`src/rtl/fft_stage_sequencer.sv`:
```
// Issue/drain sequencer for an in-place radix-2 DIT FFT butterfly datapath.
// Optional macro FFT_SEQ_STALL_EN adds a stall input that pauses issue.
module fft_stage_sequencer #(
    parameter int N_LOG2       = 4,
    parameter int BFLY_LATENCY = 4,
    parameter int MEM_RD_LAT   = 1
) (
    input  logic              Clk,
    input  logic              Rst,
    input  logic              start,
    output logic              busy,
    output logic              done,
    output logic              rd_en,
    output logic [N_LOG2-1:0] rd_addr_a,
    output logic [N_LOG2-1:0] rd_addr_b,
    output logic [N_LOG2-2:0] tw_addr,
    output logic              bank_sel,
    output logic [N_LOG2-1:0] stage,
    output logic              wr_en,
    output logic [N_LOG2-1:0] wr_addr_y,
    output logic [N_LOG2-1:0] wr_addr_z
`ifdef FFT_SEQ_STALL_EN
    ,input logic              stall
`endif
);

    localparam int L  = MEM_RD_LAT + BFLY_LATENCY;
    localparam int AW = N_LOG2;
    localparam int KW = N_LOG2 - 1;

    typedef enum logic [1:0] {
        IDLE,
        ISSUE,
        DRAIN,
        FIN
    } state_t;

    state_t          state;
    logic [KW-1:0]   k;
    logic            hold;
    logic            pend;
    logic [AW-1:0]   is_s;
    logic [KW-1:0]   is_k;
    logic [L-1:0]    dv;
    logic [AW-1:0]   da [L];
    logic [AW-1:0]   db [L];

`ifdef FFT_SEQ_STALL_EN
    assign hold = stall;
`else
    assign hold = 1'b0;
`endif

    function automatic logic [AW-1:0] addr_a(
        input logic [AW-1:0] s,
        input logic [KW-1:0] kk
    );
        logic [AW-1:0] kx;
        logic [AW-1:0] mask;
        kx   = {1'b0, kk};
        mask = (AW'(1) << s) - AW'(1);
        return (((kx >> s) << s) << 1) | (kx & mask);
    endfunction

    function automatic logic [KW-1:0] tw_idx(
        input logic [AW-1:0] s,
        input logic [KW-1:0] kk
    );
        logic [KW-1:0] mask;
        logic [AW-1:0] sh;
        mask = (KW'(1) << s) - KW'(1);
        sh   = AW'(KW) - s;
        return (kk & mask) << sh;
    endfunction

    // Leaving DRAIN issues k=0 of the next stage in the same edge.
    always_comb begin
        is_s = stage;
        is_k = k;
        if (state == DRAIN) begin
            is_s = stage + AW'(1);
            is_k = '0;
        end
    end

    // The entry at the delay line tail is being written this cycle.
    always_comb begin
        pend = rd_en;
        for (int i = 0; i < L - 1; i++) begin
            pend = pend | dv[i];
        end
    end

    always_ff @(posedge Clk or posedge Rst) begin
        if (Rst) begin
            state     <= IDLE;
            busy      <= 1'b0;
            done      <= 1'b0;
            rd_en     <= 1'b0;
            rd_addr_a <= '0;
            rd_addr_b <= '0;
            tw_addr   <= '0;
            bank_sel  <= 1'b0;
            stage     <= '0;
            k         <= '0;
        end else begin
            done  <= 1'b0;
            rd_en <= 1'b0;
            unique case (state)
                IDLE: begin
                    if (start) begin
                        state    <= ISSUE;
                        busy     <= 1'b1;
                        stage    <= '0;
                        bank_sel <= 1'b0;
                        k        <= '0;
                    end
                end
                ISSUE: begin
                    if (!hold) begin
                        rd_en     <= 1'b1;
                        rd_addr_a <= addr_a(is_s, is_k);
                        rd_addr_b <= addr_a(is_s, is_k)
                                   + (AW'(1) << is_s);
                        tw_addr   <= tw_idx(is_s, is_k);
                        k         <= k + KW'(1);
                        if (k == '1) begin
                            state <= DRAIN;
                        end
                    end
                end
                DRAIN: begin
                    if (!pend) begin
                        if (stage == AW'(N_LOG2 - 1)) begin
                            state <= FIN;
                            done  <= 1'b1;
                        end else begin
                            state    <= ISSUE;
                            stage    <= is_s;
                            bank_sel <= ~bank_sel;
                            k        <= '0;
                            if (!hold) begin
                                rd_en     <= 1'b1;
                                rd_addr_a <= addr_a(is_s, is_k);
                                rd_addr_b <= addr_a(is_s, is_k)
                                           + (AW'(1) << is_s);
                                tw_addr   <= tw_idx(is_s, is_k);
                                k         <= KW'(1);
                            end
                        end
                    end
                end
                FIN: begin
                    state <= IDLE;
                    busy  <= 1'b0;
                end
                default: state <= IDLE;
            endcase
        end
    end

    always_ff @(posedge Clk or posedge Rst) begin
        if (Rst) begin
            dv <= '0;
            for (int i = 0; i < L; i++) begin
                da[i] <= '0;
                db[i] <= '0;
            end
        end else begin
            dv    <= {dv[L-2:0], rd_en};
            da[0] <= rd_addr_a;
            db[0] <= rd_addr_b;
            for (int i = 1; i < L; i++) begin
                da[i] <= da[i-1];
                db[i] <= db[i-1];
            end
        end
    end

    assign wr_en     = dv[L-1];
    assign wr_addr_y = da[L-1];
    assign wr_addr_z = db[L-1];

endmodule

```
`config.mk`:
```
export PLATFORM = sky130hd
export DESIGN_NAME = fft_stage_sequencer
export DESIGN_NICKNAME = d
export VERILOG_FILES = /design/src/rtl/fft_stage_sequencer.sv
export SDC_FILE = /design/constraint.sdc
export NUM_CORES = 1
export LEC_CHECK = 0
export CORE_ASPECT_RATIO = 0.8
export CORE_MARGIN = 2
export CORE_UTILIZATION = 34
export DETAILED_ROUTE_END_ITERATION = 8
export HOLD_SLACK_MARGIN = 0.06
export SYNTH_ARGS = -nofsm -noshare
export SYNTH_HDL_FRONTEND = slang
export SYNTH_SLANG_ARGS = --single-unit
```
`constraint.sdc`:
```
create_clock -name Clk -period 8.1 [get_ports Clk]
set_clock_uncertainty 0.2 [all_clocks]
set_input_delay 1.215 -clock Clk [delete_from_list [all_inputs] [get_ports Clk]]
set_output_delay 1.215 -clock Clk [all_outputs]
set_load 0.01 [all_outputs]
```
==> results of run 1 <==
cells in the final DEF (no fill, tap or decap), types with 3 or more instances in the layout:
cell	count
nand4_1	3
nand2_1	21
clkdlybuf4s50_1	30
nor3_1	4
ha_1	11
nand2b_1	3
nand3_1	3
nor2_1	16
o21ai_0	9
a31oi_1	4
o21ai_1	3
clkbuf_8	9
inv_1	10
dfrtp_1	69
or2_1	3
a21oi_1	6
registers in the layout, indices dropped and copies added, names as in the netlist:
| register | flops |
|---|---|
| db | 16 |
| dv | 5 |
| wr_addr_y | 4 |
| rd_addr_a | 4 |
| tw_addr | 3 |
| state | 2 |
| rd_addr_b | 4 |
| da | 16 |
| rd_en | 1 |
| bank_sel | 1 |
| k | 3 |
| done | 1 |
| wr_addr_z | 4 |
| stage | 4 |
| busy | 1 |
cell usage after synthesis, types with 2 or more instances:
cell / number / share of area
a21oi_1: 6 / 0.011
dfrtp_1: 69 / 0.62
mux2_2: 2 / 0.0080
nand4_1: 3 / 0.0067
buf_4: 8 / 0.021
xnor2_1: 2 / 0.0063
a22o_1: 2 / 0.0063
o221ai_1: 2 / 0.0063
a2111o_1: 2 / 0.0080
buf_2: 5 / 0.0089
inv_1: 11 / 0.015
ha_1: 11 / 0.049
o21ai_0: 9 / 0.016
mux2i_1: 2 / 0.0072
a221oi_1: 2 / 0.0063
nand2b_1: 3 / 0.0067
nand2_1: 21 / 0.028
o31a_1: 2 / 0.0063
a31oi_1: 4 / 0.0089
nor3_1: 4 / 0.0072
o21ai_1: 3 / 0.0054
nor2b_1: 2 / 0.0045
or2_1: 3 / 0.0067
clkbuf_1: 2 / 0.0027
a21boi_0: 2 / 0.0054
nand3_1: 3 / 0.0054
a21o_1: 2 / 0.0054
or3_1: 2 / 0.0045
nor2_1: 16 / 0.021
kinds of logic after synthesis:
logic type,synth area share
adders and majority gates,0.0564
buffers and inverters,0.0519
other,0.00134
and+or+nand+nor,0.137
muxes,0.0192
DFF,0.617
xor gates and xnor gates,0.00626
AOI/OAI and AO/OA,0.110
worst max-delay path, cell delays in order, from the launching register on:
cell and delay (ns):
dfrtp_1 0.42, inv_1 0.10, ha_1 0.68, or4b_4 0.55, and3_4 0.21, or3_4 0.38
ha_1 0.29, nand2b_1 0.18, o22ai_1 0.31, ha_1 0.21, a21oi_1 0.08, nor4_1 0.27
o31a_1 0.18, nand2_1 0.05
layout make-up:
class / count / area, sq um / area share
Sequential cell: 69 / 1730 / 0.518
Clock inverter: 7 / 73.8 / 0.0221
Multi-Input combinational cell: 135 / 926 / 0.278
Clock buffer: 9 / 124 / 0.0371
Timing Repair Buffer: 31 / 308 / 0.0923
Tap cell: 108 / 135 / 0.0405
Inverter: 11 / 41.3 / 0.0124
per-layer routing:
metal | part of all wire | routed length (um) | track usage | vias to the layer above
li1 | - | - | - | 848
met1 | 0.49 | 2280 | 0.154 | 817
met2 | 0.44 | 2080 | 0.183 | 34
met3 | 0.048 | 225 | 0.0453 | 9
met4 | 0.025 | 116 | 0.0691 | 0
met5 | 0 | 0 | 0 | -
path summary, 6_finish.rpt:
| kind | from | to | slack (ns) | cells after the start |
|---|---|---|---|---|
| worst max-delay path | state[0]$_DFFE_PP0P_ | rd_addr_b[3]$_DFFE_PP0P_ | 3.88 | 13 |
| worst min-delay path | db[14]$_DFF_PP0_ | db[10]$_DFF_PP0_ | 0.15 | 0 |
| worst max register to register | state[0]$_DFFE_PP0P_ | rd_addr_b[3]$_DFFE_PP0P_ | 3.88 | 13 |
| worst min register to register | db[14]$_DFF_PP0_ | db[10]$_DFF_PP0_ | 0.15 | 0 |
| max in group asynchronous | Rst | rd_addr_b[2]$_DFFE_PP0P_ | 5.94 | 3 |
| min in group asynchronous | Rst | wr_addr_y[0]$_DFF_PP0_ | 1.24 | 3 |
power by group:
| part | internal [mW] | switching [mW] | leakage (nW) | total (mW) |
|---|---|---|---|---|
| clock network | 0.143 | 0.131 | 0.0996 | 0.274 |
| registers | 0.474 | 0.0618 | 0.878 | 0.536 |
| logic | 0.228 | 0.261 | 0.536 | 0.488 |
| total | 0.845 | 0.454 | 1.51 | 1.30 |
stage by stage:
stage	setup slack, ns	util	power, mW	instances	hold WS, ns
final	3.88	0.420	1.30	370	0.147
after global routing	3.58	0.420	1.41	370	0.153
after CTS	3.90	0.420	1.32	370	0.151
after detailed placement	3.91	0.395	1.04	354	0.135
after global placement	4.02	0.395	1.02	354	0.131
after floorplan	4.48	-	0.882	231	0.131
==> flow_metrics.py, run 1 <==
metrics = {
    "status": {
        "status": "finished clean",
    },
    "place": {
        "gp_congestion": 0.817,
        "io_buffers": 30,
        "dpl.hpwl_um": 3200,
        "dpl-instance-area_sq_um": 3140,
    },
    "synthesis": {
        "yosysWarnings": 0,
        "syn-num-nets": 246,
        "syn_area_sq_um": 2800,
        "syn_area_per_cell_sq_um": 12.1,
        "ys_seq_area_frac": 0.617,
        "yosys_register_bits": 69,
        "synthArstFlopShare": 1.00,
        "synth.distinct_cells": 55,
        "synth_cells": 231,
        "synth_edf_count": 0,
        "synthFlopType": "dfrtp_1",
    },
    "cts": {
        "clk_latency_ns": 0.35,
        "ctsHoldBuffers": 0,
        "cts.clk_slew.worst_paths_ns": 0.07,
        "clk_path_buf_depth": 2,
        "cts_buffers": 9,
        "cts_root_buf": "clkbuf_8",
        "cts_tree": "done",
        "ctsResizeCount": 0,
        "cts_sinks": 69,
        "h-tree-depth": 3,
        "post-cts-setup-buffer-count": 0,
    },
    "cells_and_area": {
        "fin_area_sq_um": 3330,
        "drive_above_1_share": 0.107,
        "area_growth_pct": 19.2,
        "nets": 272,
        "fillerInstances": 763,
        "diodes": 0,
    },
    "drt": {
        "vias": 1708,
        "vias_per_cell": 4.62,
        "drc": 0,
        "ant_nets": 0,
        "dr.pass1.iters": 4,
        "wire_per_inst_um": 12.7,
        "wl_um": 4710,
        "drt_first_iter_violations": 63,
    },
    "sta": {
        "period_needed_ns": 4.22,
        "drv_slew": 0,
        "setup_tns_ns": 0,
        "worstMarginPinSlew_ns": 1.02,
        "period_share": 0.521,
        "hold_violations": 0,
        "setup_viol": 0,
        "fmax_mhz": 237,
        "rsz0062_at_grt": "no",
        "relSlewSlack": 0.312,
    },
    "setup_path": {
        "cp.arrival_ns": 4.26,
        "crit_fanout": 26,
        "critPathCaptureType": "flop",
        "cp-start-kind": "flop",
        "worstSetupPathType": "flop to flop",
        "crit_required_ns": 8.13,
    },
    "die": {
        "start_util": 0.352,
        "core_area_sq_um": 7950,
        "rows": 29,
        "pin_count": 31,
        "die_h_um": 85.1,
        "die-area_sq_um": 8970,
        "die_w_um": 105,
    },
    "global_route": {
        "antenna_found_initial": 0,
        "grt_max_degree": 70,
        "overflow": 0,
        "track_usage": 0.122,
        "grt_pass1_wl_um": 8290,
        "grt_pass1_vias": 1743,
    },
    "power": {
        "leakage_nw": 1.51,
        "irDropWorstVdd_v": 0.000129,
        "power_density_nw_per_um2": 389,
    },
    "job": {
        "maxCapViolCount": 0,
    },
    "worst_hold_path": {
        "holdCritPathClass": "flop to flop",
    },
}
(Power assumes the default switching activity.)
==> inputs of run 2 (changes only) <==
==> constraint.sdc (replaced) <==
create_clock -name Clk -period 3.4 [get_ports Clk]
set_clock_uncertainty 0.2 [all_clocks]
set_input_delay 0.51 -clock Clk [delete_from_list [all_inputs] [get_ports Clk]]
set_output_delay 0.51 -clock Clk [all_outputs]
set_load 0.01 [all_outputs]
==> run 2 against run 1 <==
Effect of this change: the run now ends with negative setup slack left; worst setup slack got worse by 4.0 ns; clock power increased to 2.8 times the previous value; sequential share of layout area decreased by 4.4 points; register-to-register slack got worse by 4.0 ns; critical path type unchanged; critical endpoint unchanged.
==> flow_metrics.py, run 2 (synthesized netlist as in run 1, its figures left out) <==
metrics = {
    "status": {
        "status": "finished with violations",
        "violations": "negative setup slack",
    },
    "setup_path": {
        "worstSetupPathType": "flop to flop",
        "r2r_cells": 13,
        "cp.arrival_ns": 3.50,
        "crit_fanout": 3,
        "crit_required_ns": 3.43,
        "timing.rr.start": "stage[0]$_DFFE_PP0P_",
        "critPathCaptureType": "flop",
        "r2r-end": "rd_addr_b[3]$_DFFE_PP0P_",
        "rrSetupSlack_ns": -0.07,
        "cp-start-kind": "flop",
    },
    "place": {
        "dpl_worst_slack_ns": -0.142,
        "io_buffers": 30,
        "gp_congestion": 0.833,
        "dp_cells": 373,
        "dpl.hpwl_um": 3650,
    },
    "worst_hold_path": {
        "holdCritStartpoint": "db[17]$_DFF_PP0_",
        "hold_end": "db[13]$_DFF_PP0_",
        "holdCritPathClass": "flop to flop",
        "holdPathStages": 0,
    },
    "drt": {
        "drc": 0,
        "ant_nets": 0,
        "dr.pass1.iters": 4,
        "drt_first_iter_violations": 118,
        "wire_per_inst_um": 13.5,
        "vias": 1850,
        "vias_per_cell": 4.71,
        "wl_um": 5300,
    },
    "sta": {
        "drv_slew": 0,
        "setup_viol": 1,
        "worstMarginPinSlew_ns": 0.857,
        "setup_tns_ns": -0.0717,
        "relSlewSlack": 0.425,
        "finalWorstSetupSlack_ns": -0.0717,
        "rsz0062_at_grt": "yes",
        "fmax_mhz": 288,
        "period_share": 1.02,
        "hold_violations": 0,
        "period_needed_ns": 3.47,
    },
    "global_route": {
        "grt_pass1_vias": 1871,
        "track_usage": 0.133,
        "antenna_found_initial": 0,
        "overflow": 0,
        "grt_pass1_wl_um": 9120,
        "grt_max_degree": 70,
    },
    "cts": {
        "cts.clk_slew.worst_paths_ns": 0.08,
        "cts_sinks": 69,
        "clk_latency_ns": 0.34,
        "clk_path_buf_depth": 2,
        "cts_tree": "done",
        "cts_root_buf": "clkbuf_8",
        "h-tree-depth": 3,
        "cts_buffers": 9,
    },
    "job": {
        "maxCapViolCount": 0,
    },
    "cells_and_area": {
        "reg.largest.list": "da (16), db (16), dv (5)",
        "nets": 295,
        "drive_above_1_share": 0.235,
        "area_growth_pct": 30.4,
        "final_common_cell": "dfrtp_1",
        "final_cell_mix": "dfrtp_1, clkdlybuf4s50_1, buf_4, nand2_1, nor2_1",
        "layout.cells.non_filler": 393,
        "postLayoutCoreUtil": 0.459,
        "fillerInstances": 736,
        "diodes": 0,
    },
    "power": {
        "power_density_nw_per_um2": 987,
        "irDropWorstVdd_v": 0.000376,
        "leakage_nw": 1.65,
    },
    "die": {
        "pin_count": 31,
        "rows": 29,
        "die-area_sq_um": 8970,
        "start_util": 0.352,
        "die_w_um": 105,
        "core_area_sq_um": 7950,
        "die_h_um": 85.1,
    },
}
==> run 2: cell types whose count changed in the layout (fill, tap and decap cells not counted), sizes merged <==
cell / before / now
buf: 1 / 24
bufinv: 1 / 2
clkinv: 4 / 0
inv: 12 / 15
==> run 2: timing repair <==
action                                  4_1_cts  5_1_grt
buffers inserted                              4        2
endpoints found under the setup margin        1        3
hold buffers                                  0        0
cloned                                        0        0
pin swaps                                     9        6
gates resized for setup                       2        8
==> run 2: metal layers <==
| metal | vias up | track usage | routed length (um) |
|---|---|---|---|
| met4 | 0 | 0.0473 | 60 |
| met3 | 8 | 0.0515 | 253 |
| met1 | 896 | 0.183 | 2590 |
| met5 | - | 0 | 0 |
| li1 | 893 | - | - |
| met2 | 53 | 0.191 | 2400 |
==> run 2: how the worst max path moves through the flow <==
stage | start | endpoint | slack [ns] | cells after the start
after global placement | stage[1]$_DFFE_PP0P_ | rd_addr_b[3]$_DFFE_PP0P_ | -0.05 | 13
after global routing | stage[0]$_DFFE_PP0P_ | rd_addr_b[3]$_DFFE_PP0P_ | -0.20 | 13
final | stage[0]$_DFFE_PP0P_ | rd_addr_b[3]$_DFFE_PP0P_ | -0.07 | 13
after floorplan | stage[1]$_DFFE_PP0P_ | rd_addr_b[3]$_DFFE_PP0P_ | -0.09 | 13
after detailed placement | stage[1]$_DFFE_PP0P_ | rd_addr_b[3]$_DFFE_PP0P_ | -0.14 | 13
after CTS | stage[0]$_DFFE_PP0P_ | rd_addr_b[3]$_DFFE_PP0P_ | -0.05 | 13
==> run 2: worst max-delay path, cell delays in order (launching register included) <==
cell and delay, ns:
dfrtp_2 0.43, ha_4 0.24, or4b_4 0.48, and3_4 0.18, or3_4 0.40, ha_4 0.17, and3b_1 0.15, mux2i_1 0.15
nand2_1 0.11, ha_4 0.29, a21oi_4 0.06, nor4_4 0.29, o31a_1 0.16, nand2_1 0.05
==> run 2: area by class of cell <==
type                       count  area, sq um  area share
timing repair buffer          54          480       0.132
clock inverter                 7          105      0.0288
sequential                    69         1730       0.474
clock buffer                   9          124      0.0340
tap                          108          135      0.0370
inverter                      11         41.3      0.0113
multi-input combinational    135         1030       0.283
==> run 2: where the power goes <==
| part | switching, mW | leakage, nW | internal [mW] | total, mW |
|---|---|---|---|---|
| Clock | 0.335 | 0.113 | 0.426 | 0.761 |
| Sequential | 0.132 | 0.875 | 1.13 | 1.26 |
| Combinational | 0.771 | 0.661 | 0.803 | 1.57 |
| Total | 1.24 | 1.65 | 2.36 | 3.60 |
==> run 2: through the flow <==
step	hold WS, ns	instance area (sq um)	total power, mW
final	0.151	3650	3.60
after CTS	0.149	3620	3.57
after floorplan	0.131	2860	2.17
after detailed placement	0.135	3340	2.72
after global routing	0.153	3650	3.87
after global placement	0.132	3340	2.66
